[src/rtl/tile_frame_scheduler.sv]
`default_nettype none
// ============================================================================
//  Module      : tile_frame_scheduler
//  Description : Walks a MAP_W x MAP_H tile map row-major, looks up each
//                cell's tile index in a synchronous map RAM and hands the
//                ROM address and pixel origin to a single tile drawer.
//                A one-entry cell-update buffer is served between tiles.
//  Revision    : 1.0 - initial release
// ============================================================================
module tile_frame_scheduler #(
  parameter int MAP_W     = 20,
  parameter int MAP_H     = 15,
  parameter int NUM_TILES = 21,
  parameter int TIMEOUT   = 7
) (
  input  logic        clk,
  input  logic        reset,
  input  logic        start,
  output logic        busy,
  output logic        frame_done,
  input  logic        cell_req,
  input  logic [4:0]  cell_x,
  input  logic [3:0]  cell_y,
  output logic        cell_ready,
  output logic [8:0]  map_rd_addr,
  input  logic [4:0]  map_rd_data,
  output logic [11:0] tile_address,
  output logic [7:0]  x_pos,
  output logic [7:0]  y_pos,
  output logic        draw,
  input  logic        drawer_active,
  output logic        err_tile,
  output logic        err_timeout
);

  localparam int TW = (TIMEOUT < 2) ? 1 : $clog2(TIMEOUT + 1);

  typedef enum logic [2:0] {
    S_IDLE       = 3'd0,
    S_MAP_RD     = 3'd1,
    S_MAP_WAIT   = 3'd2,
    S_ISSUE      = 3'd3,
    S_WAIT_START = 3'd4,
    S_WAIT_DONE  = 3'd5,
    S_ADVANCE    = 3'd6
  } state_t;

  state_t          state_q, state_d;
  logic [4:0]      fx_q;
  logic [3:0]      fy_q;
  logic            busy_q;
  logic            frame_done_q;
  logic            cell_vld_q;
  logic [4:0]      cx_buf_q;
  logic [3:0]      cy_buf_q;
  logic            sel_cell_q;
  logic [4:0]      cur_x_q;
  logic [3:0]      cur_y_q;
  logic [8:0]      addr_q;
  logic [11:0]     tile_addr_q;
  logic [7:0]      x_pos_q;
  logic [7:0]      y_pos_q;
  logic            err_tile_q;
  logic            err_tmo_q;
  logic [TW-1:0]   tmo_cnt_q;

  // Selected cell for the next tile: a pending cell update wins over the frame walk.
  logic [4:0] w_sel_x;
  logic [3:0] w_sel_y;
  logic       w_idx_bad;
  logic [4:0] w_idx;
  logic       w_tmo_hit;
  logic       w_cell_in_range;
  logic       w_last_col;
  logic       w_last_row;

  assign w_sel_x         = cell_vld_q ? cx_buf_q : fx_q;
  assign w_sel_y         = cell_vld_q ? cy_buf_q : fy_q;
  assign w_idx_bad       = (map_rd_data >= 5'(NUM_TILES));
  assign w_idx           = w_idx_bad ? 5'd0 : map_rd_data;
  assign w_tmo_hit       = (tmo_cnt_q == TW'(TIMEOUT - 1));
  assign w_cell_in_range = (cell_x < 5'(MAP_W)) && (cell_y < 4'(MAP_H));
  assign w_last_col      = (fx_q == 5'(MAP_W - 1));
  assign w_last_row      = (fy_q == 4'(MAP_H - 1));

  assign busy         = busy_q;
  assign frame_done   = frame_done_q;
  assign cell_ready   = ~cell_vld_q;
  assign map_rd_addr  = addr_q;
  assign tile_address = tile_addr_q;
  assign x_pos        = x_pos_q;
  assign y_pos        = y_pos_q;
  assign err_tile     = err_tile_q;
  assign err_timeout  = err_tmo_q;

  // State register.
  always_ff @(posedge clk) begin
    if (reset) state_q <= S_IDLE;
    else       state_q <= state_d;
  end

  // Next-state decode and the one-cycle draw strobe.
  always_comb begin
    state_d = state_q;
    draw    = 1'b0;
    case (state_q)
      S_IDLE:       if (cell_vld_q || busy_q) state_d = S_MAP_RD;
      S_MAP_RD:     state_d = S_MAP_WAIT;
      S_MAP_WAIT:   state_d = S_ISSUE;
      S_ISSUE: begin
        draw    = 1'b1;
        state_d = S_WAIT_START;
      end
      S_WAIT_START: begin
        if (drawer_active)  state_d = S_WAIT_DONE;
        else if (w_tmo_hit) state_d = S_ADVANCE;
      end
      S_WAIT_DONE:  if (!drawer_active) state_d = S_ADVANCE;
      S_ADVANCE:    state_d = S_IDLE;
      default:      state_d = S_IDLE;
    endcase
  end

  // Datapath: cell buffer, frame counters, tile parameters, timeout and error flags.
  always_ff @(posedge clk) begin
    if (reset) begin
      fx_q         <= '0;
      fy_q         <= '0;
      busy_q       <= 1'b0;
      frame_done_q <= 1'b0;
      cell_vld_q   <= 1'b0;
      cx_buf_q     <= '0;
      cy_buf_q     <= '0;
      sel_cell_q   <= 1'b0;
      cur_x_q      <= '0;
      cur_y_q      <= '0;
      addr_q       <= '0;
      tile_addr_q  <= '0;
      x_pos_q      <= '0;
      y_pos_q      <= '0;
      err_tile_q   <= 1'b0;
      err_tmo_q    <= 1'b0;
      tmo_cnt_q    <= '0;
    end else begin
      frame_done_q <= 1'b0;

      // Out-of-range requests are acknowledged but never occupy the buffer.
      if (cell_req && !cell_vld_q && w_cell_in_range) begin
        cell_vld_q <= 1'b1;
        cx_buf_q   <= cell_x;
        cy_buf_q   <= cell_y;
      end

      if (state_q == S_IDLE && start && !busy_q) begin
        busy_q <= 1'b1;
        fx_q   <= '0;
        fy_q   <= '0;
      end

      case (state_q)
        S_IDLE: begin
          if (cell_vld_q || busy_q) begin
            sel_cell_q <= cell_vld_q;
            cur_x_q    <= w_sel_x;
            cur_y_q    <= w_sel_y;
            addr_q     <= 9'(w_sel_y) * 9'(MAP_W) + 9'(w_sel_x);
          end
        end
        S_MAP_WAIT: begin
          if (w_idx_bad) err_tile_q <= 1'b1;
          tile_addr_q <= {w_idx, 7'b0} + {1'b0, w_idx, 6'b0};
          x_pos_q     <= {cur_x_q, 3'b0};
          y_pos_q     <= {1'b0, cur_y_q, 3'b0};
        end
        S_ISSUE: tmo_cnt_q <= '0;
        S_WAIT_START: begin
          if (!drawer_active) begin
            tmo_cnt_q <= tmo_cnt_q + 1'b1;
            if (w_tmo_hit) err_tmo_q <= 1'b1;
          end
        end
        S_ADVANCE: begin
          if (sel_cell_q) begin
            cell_vld_q <= 1'b0;
          end else if (w_last_col) begin
            fx_q <= '0;
            if (w_last_row) begin
              fy_q         <= '0;
              busy_q       <= 1'b0;
              frame_done_q <= 1'b1;
            end else begin
              fy_q <= fy_q + 1'b1;
            end
          end else begin
            fx_q <= fx_q + 1'b1;
          end
        end
        default: ;
      endcase
    end
  end

endmodule
`default_nettype wire

[config.mk]
export PLATFORM = sky130hd
export DESIGN_NAME = tile_frame_scheduler
export DESIGN_NICKNAME = d
export VERILOG_FILES = /design/src/rtl/tile_frame_scheduler.sv
export SDC_FILE = /design/constraint.sdc
export NUM_CORES = 1
export LEC_CHECK = 0
export ABC_AREA = 1
export BUFFER_PORTS_ARGS = -buffer_cell sky130_fd_sc_hd__buf_2
export CAP_MARGIN = 20
export CORE_AREA = 2 2 88 123
export CTS_BUF_LIST = sky130_fd_sc_hd__clkbuf_2 sky130_fd_sc_hd__clkbuf_4 sky130_fd_sc_hd__clkbuf_8
export CTS_CLUSTER_DIAMETER = 40
export DETAILED_ROUTE_END_ITERATION = 10
export DIE_AREA = 0 0 90 125
export GPL_ROUTABILITY_DRIVEN = 0
export PLACE_DENSITY = 0.59
export SETUP_SLACK_MARGIN = 0.2
export SLEW_MARGIN = 30
export SYNTH_ARGS = -nofsm -noshare
export SYNTH_HDL_FRONTEND = slang
export SYNTH_SLANG_ARGS = --single-unit
export TNS_END_PERCENT = 30
[constraint.sdc]
create_clock -name clk -period 3 [get_ports clk]
set_input_delay 0.3 -clock clk [delete_from_list [all_inputs] [get_ports clk]]
set_output_delay 0.3 -clock clk [all_outputs]
set_load 0.005 [all_outputs]
# Word-level counts from Yosys, hierarchy flattened
# Cells that the tools add are included.
[op_classes]
n_addsub = 5
multipliers = 1
div_mod_pow = 0
n_lt_le_gt_ge = 3
n_eq_ne = 13
shifts = 0
mux = 29
bitwise = 4
n_reduce_logical = 16
[op_table]
columns = ["cell", "count"]
rows = [
  ["two-way mux 5 bit", 6],
  ["two-way mux 4 bit", 6],
  ["case mux 3 bit (6 select lines)", 1],
  ["two-way mux 3 bit", 5],
  ["adder 12 x 11 -> 12 bit", 1],
  ["== test 3 bit (second input constant)", 4],
  ["two-way mux 1 bit", 10],
  ["adder 9 x 5 -> 9 bit", 1],
  ["multiplier 4 x 3 -> 7 bit (second input constant)", 1],
  ["== test 3 x 2 -> 1 bit (second input constant)", 2],
  ["inequality test 2 bit (second input constant)", 3],
  ["case mux 3 bit (2 select lines)", 1],
  ["AND reduction 2 bit", 3],
  ["AND reduction 3 bit", 2],
  ["adder 5 x 1 -> 5 bit (second input constant)", 1],
  ["== test 5 bit (second input constant)", 1],
  ["greater-or-equal comparator 5 bit (second input constant)", 1],
  ["logical AND 1 bit", 5],
  ["< comparator 5 bit (second input constant)", 1],
  ["adder 4 x 1 -> 4 bit (second input constant)", 1],
  ["== test 4 bit (second input constant)", 1],
  ["< comparator 4 bit (second input constant)", 1],
  ["inverter 1 bit", 4],
  ["OR reduction 4 bit", 1],
  ["7 further kinds", 8],
]
[totals]
reg_bits = 69
latch_bits = 0
ram_bits = 0
rom_bits = 0
output_inout_bits = 43
word_cells = 89
memories = 0

# Logic depth before layout (Yosys ltp)
[logic_depth]
word_depth = 8
depth_mapped = 14
mapped_depth_nobuf = 14

# Worst setup path before layout
# Ideal clock, no wire load.
[synth_path]
path_kind = "register to register"
from = "reg cell_vld_q"
to = "reg addr_q[8] (netlist: map_rd_addr[8])"
t_arrival_ns = 2.231
setup_slack_ns = 0.651
path_stages_with_launch = 12
period_less_slack_ns = 2.349
cell_sequence = "dfxtp_1 buf_6 buf_2 o21a_1 ha_1 ha_1 fa_1 nand2_1 a21oi_1 a21oi_1 nor2_1 nor2_1"
[synth_via]
elab_chain_cells = 3
word_cells_on_any_way = 6
[synth_lines]
columns = ["element", "line_no", "text"]
rows = [
  ["start, declared", "53", "logic cell_vld_q;"],
  ["start signal, assigned", "131", "cell_vld_q <= 1'b0;"],
  ["start signal, assigned", "149", "cell_vld_q <= 1'b1;"],
  ["start signal, assigned", "184", "cell_vld_q <= 1'b0;"],
  ["two-way mux 4 bit", "78", "assign w_sel_y = cell_vld_q ? cy_buf_q : fy_q;"],
  ["net w_sel_y[1]", "69", "logic [3:0] w_sel_y;"],
  ["multiplier 4 x 3 -> 7 bit", "166", "addr_q <= 9'(w_sel_y) * 9'(MAP_W) + 9'(w_sel_x);"],
  ["adder 9 x 5 -> 9 bit", "166", ""],
  ["end signal, assigned", "166", ""],
  ["end, declared", "59", "logic [8:0] addr_q;"],
]
# The timed path passes the listed nets, and every way through them passes these cells.
# A chain may end at the register's enable or synchronous reset.

# Worst setup path after layout
[layout_path]
from = "reg fy_q[2]"
to = "reg addr_q[7] (netlist: map_rd_addr[7])"
[layout_via]
elab_chain_cells = 3
[layout_lines]
columns = ["element", "line_no", "text"]
rows = [
  ["start, declared", "50", "logic [3:0] fy_q;"],
  ["start signal, assigned", "192", "fy_q <= fy_q + 1'b1;"],
  ["two-way mux 4 bit", "78", ""],
  ["net w_sel_y[2]", "69", ""],
  ["multiplier 4 x 3 -> 7 bit", "166", ""],
  ["adder 9 x 5 -> 9 bit", "166", ""],
]
# The timed path passes the listed nets, and every way through them passes these cells.

==> impl_metrics.ini <==
[worst_hold_path]
min_path_cells = 3
hp-class = input pin to flop
whs_endpoint = cx_buf_q[1]$_SDFFE_PP0P_
hold_path.startpoint = cell_x[1]

[global_routing]
gr-total-overflow = 0
grt_pass1_wl_um = 12500
grt_max_degree = 26
grt_pass1_vias = 2752
grt_util_all_layers = 0.136
antenna_found_initial = 0

[sta]
slew_violations = 0
worstMarginPinSlew_ps = 708
max_freq_mhz = 409
maxSlewHeadroom = 0.527
setup_viol = 0
rsz0062_at_grt = false
finalHoldViolations = 0
finalSetupTns_ps = 0
fin_crit_ps = 2440
skew_ps = 7.54
layout_worst_path_cycle_share = 0.815

[route]
drt-vias-per-instance = 4.56
dr.pass1.iters = 6
first_iter_violations = 90
drtAntennaViolNets = 0
wl_per_cell_um = 11.4
num_vias = 2911
totalWireLength_um = 7260
drcViolationCount = 0

[clock_tree]
cts_setup_buffers = 0
clkLatencyLatePin_ps = 350
cts_max_path_buffers = 2
htreeDepth = 3
cts_hold_buf = 0
clk_transition_reported_paths_ps = 70
cts_resized = 0
cts-root-buf = clkbuf_8
cts_buffers = 9
clock-sinks = 61
cts_tree = built

[worst_setup_path]
crit_path_start = fy_q[2]$_SDFF_PP0_
critPathMaxFanout = 7
r2r_start = fy_q[2]$_SDFF_PP0_
cp.required_ps = 3240
cp.arrival_ps = 2690
worstSetupPathType = flop to flop
rrSetupSlack_ps = 560
worstReg2RegEnd = map_rd_addr[7]$_SDFFE_PP0P_
critPathCaptureType = flop
start_kind = flop
r2r_cells = 11

[die]
die_area_mm2 = 0.0113
die_w_um = 90
die-height_um = 125
initial_core_util = 0.319
core_mm2 = 0.0102
rows = 44
pin_count = 62

[synthesis]
synthCells = 452
synth_seq_cells = 61
yosys_most_used_dff = dfxtp_1
synthDistinctLibCells = 34
yosysWarnings = 0
synth_edf_count = 0
synth_area_mm2 = 0.00326
yosysSeqAreaShare = 0.374
syn_area_per_cell_um2 = 7.22
ys_async_sr_fraction = 0

[layout]
area_growth_pct = 13.5
fillers = 1132
multi_input_area_mm2 = 0.00168
seq_area_mm2 = 0.00122
diodes = 0
stdcell_count = 639
drive_gt1_frac = 0.204
fin_nets = 533

[pwr]
p_per_area_mw_per_mm2 = 641
leakagePower_nw = 1.78
ir_drop_v = 0.000283

[job]
cap_violations = 0

[placed_design]
dp_hpwl_um = 5350
numPortBuffers = 48
dp_cells = 624

[run_status]
status = finished clean
## cell type report
cell class,instances,share of cell area
sequential,61,0.330
clock buffer,10,0.0371
inverter,51,0.0530
tap,138,0.0466
multi-input combinational,322,0.453
timing repair buffer,52,0.0729
clock inverter,5,0.00743
## layout by cell type (no fill, tap or decap)
cell	Yosys	routed
o211ai_1	2	2
xor2_1	3	3
nand3_2	2	2
nand2_2	2	2
nor3b_1	1	1
or2_2	1	1
nand2_1	99	99
xnor2_1	3	3
o21ai_0	33	33
nor2_1	55	55
nor2_2	14	14
a21o_1	1	1
inv_4	2	2
a21oi_1	29	29
a21oi_2	4	4
o21a_1	3	3
clkinv_2	0	4
o21ai_1	4	4
inv_1	44	44
clkbuf_8	0	10
nor3_1	1	1
fa_1	3	3
nand4_1	5	5
clkinvlp_4	0	1
nand3_1	22	22
a31oi_1	3	3
inv_2	5	5
dfxtp_1	61	60
dfxtp_2	0	1
buf_4	16	4
o21bai_1	1	1
nand4_2	1	1
nor2_4	3	3
conb_1	1	13
buf_2	3	48
ha_1	14	14
## state kept, by name (all words and copies together) (netlist names), 3 cells and up
name	flops
state_q	3
cx_buf_q	5
fx_q	5
x_pos	5
tmo_cnt_q	3
cur_y_q	4
cur_x_q	5
cy_buf_q	4
fy_q	4
tile_address	6
map_rd_addr	7
y_pos	4
## report_power, final
part	switching [mW]	internal, mW
combinational	0.424	0.257
clock	0.322	0.311
sequential	0.107	0.955
## through the flow
stage | power [mW] | hold WS [ps] | cell area (um^2) | util | setup slack, ps
detailed placement | 1.77 | 454 | 3540 | 0.346 | 442
floorplan | 1.60 | 435 | 3310 | - | 651
CTS | 2.41 | 160 | 3700 | 0.362 | 415
finish | 2.38 | 169 | 3700 | 0.362 | 556
global route | 2.56 | 167 | 3700 | 0.362 | 352
global placement | 1.76 | 449 | 3540 | 0.346 | 556
## Yosys cell counts (4+ instances only)
master	n	area (um^2)
nand3_1	22	110
nor2_2	14	87.6
nand2_1	99	372
dfxtp_1	61	1220
inv_1	44	165
nor2_1	55	206
o21ai_1	4	20.0
a21oi_1	29	145
a21oi_2	4	35.0
buf_4	16	120
clkbuf_1	6	22.5
inv_2	5	18.8
nand4_1	5	31.3
buf_6	5	56.3
o21ai_0	33	165
ha_1	14	175
## how the worst max path moves through the flow
stage / to / cells after the start
finish: map_rd_addr[7]$_SDFFE_PP0P_ / 11
global route: map_rd_addr[7]$_SDFFE_PP0P_ / 10
CTS: map_rd_addr[7]$_SDFFE_PP0P_ / 12
detailed placement: map_rd_addr[8]$_SDFFE_PP0P_ / 10
global placement: map_rd_addr[8]$_SDFFE_PP0P_ / 11
floorplan: map_rd_addr[8]$_SDFFE_PP0P_ / 11
## critical path: stages (launching register included)
cell and delay, ps:
dfxtp_1 440, inv_1 80, o21ai_0 490, ha_1 270
ha_1 190, fa_1 460, nand2_1 100, inv_1 40
nand2_1 70, nor2_1 40, o21bai_1 130, inv_1 50
## layer usage
layer  GRT usage  part of all wire  up-vias
met2       0.231              0.49       82
li1            -                 -     1509
met4      0.0688             0.020        0
met5           0                 0        -
met3      0.0313             0.048        8
met1       0.161              0.44     1312
## cell families (layout without fill, tap and decap cells)
kind of cell | after synthesis | in the layout | synth area share
xor+xnor | 6 | 6 | 0.0161
flops | 61 | 61 | 0.374
compound gates | 80 | 80 | 0.134
other cells | 1 | 13 | 0.00115
buf+inv | 81 | 118 | 0.126
simple gates | 206 | 206 | 0.277
fa+ha+maj | 17 | 17 | 0.0721
(Power assumes the default switching activity.)
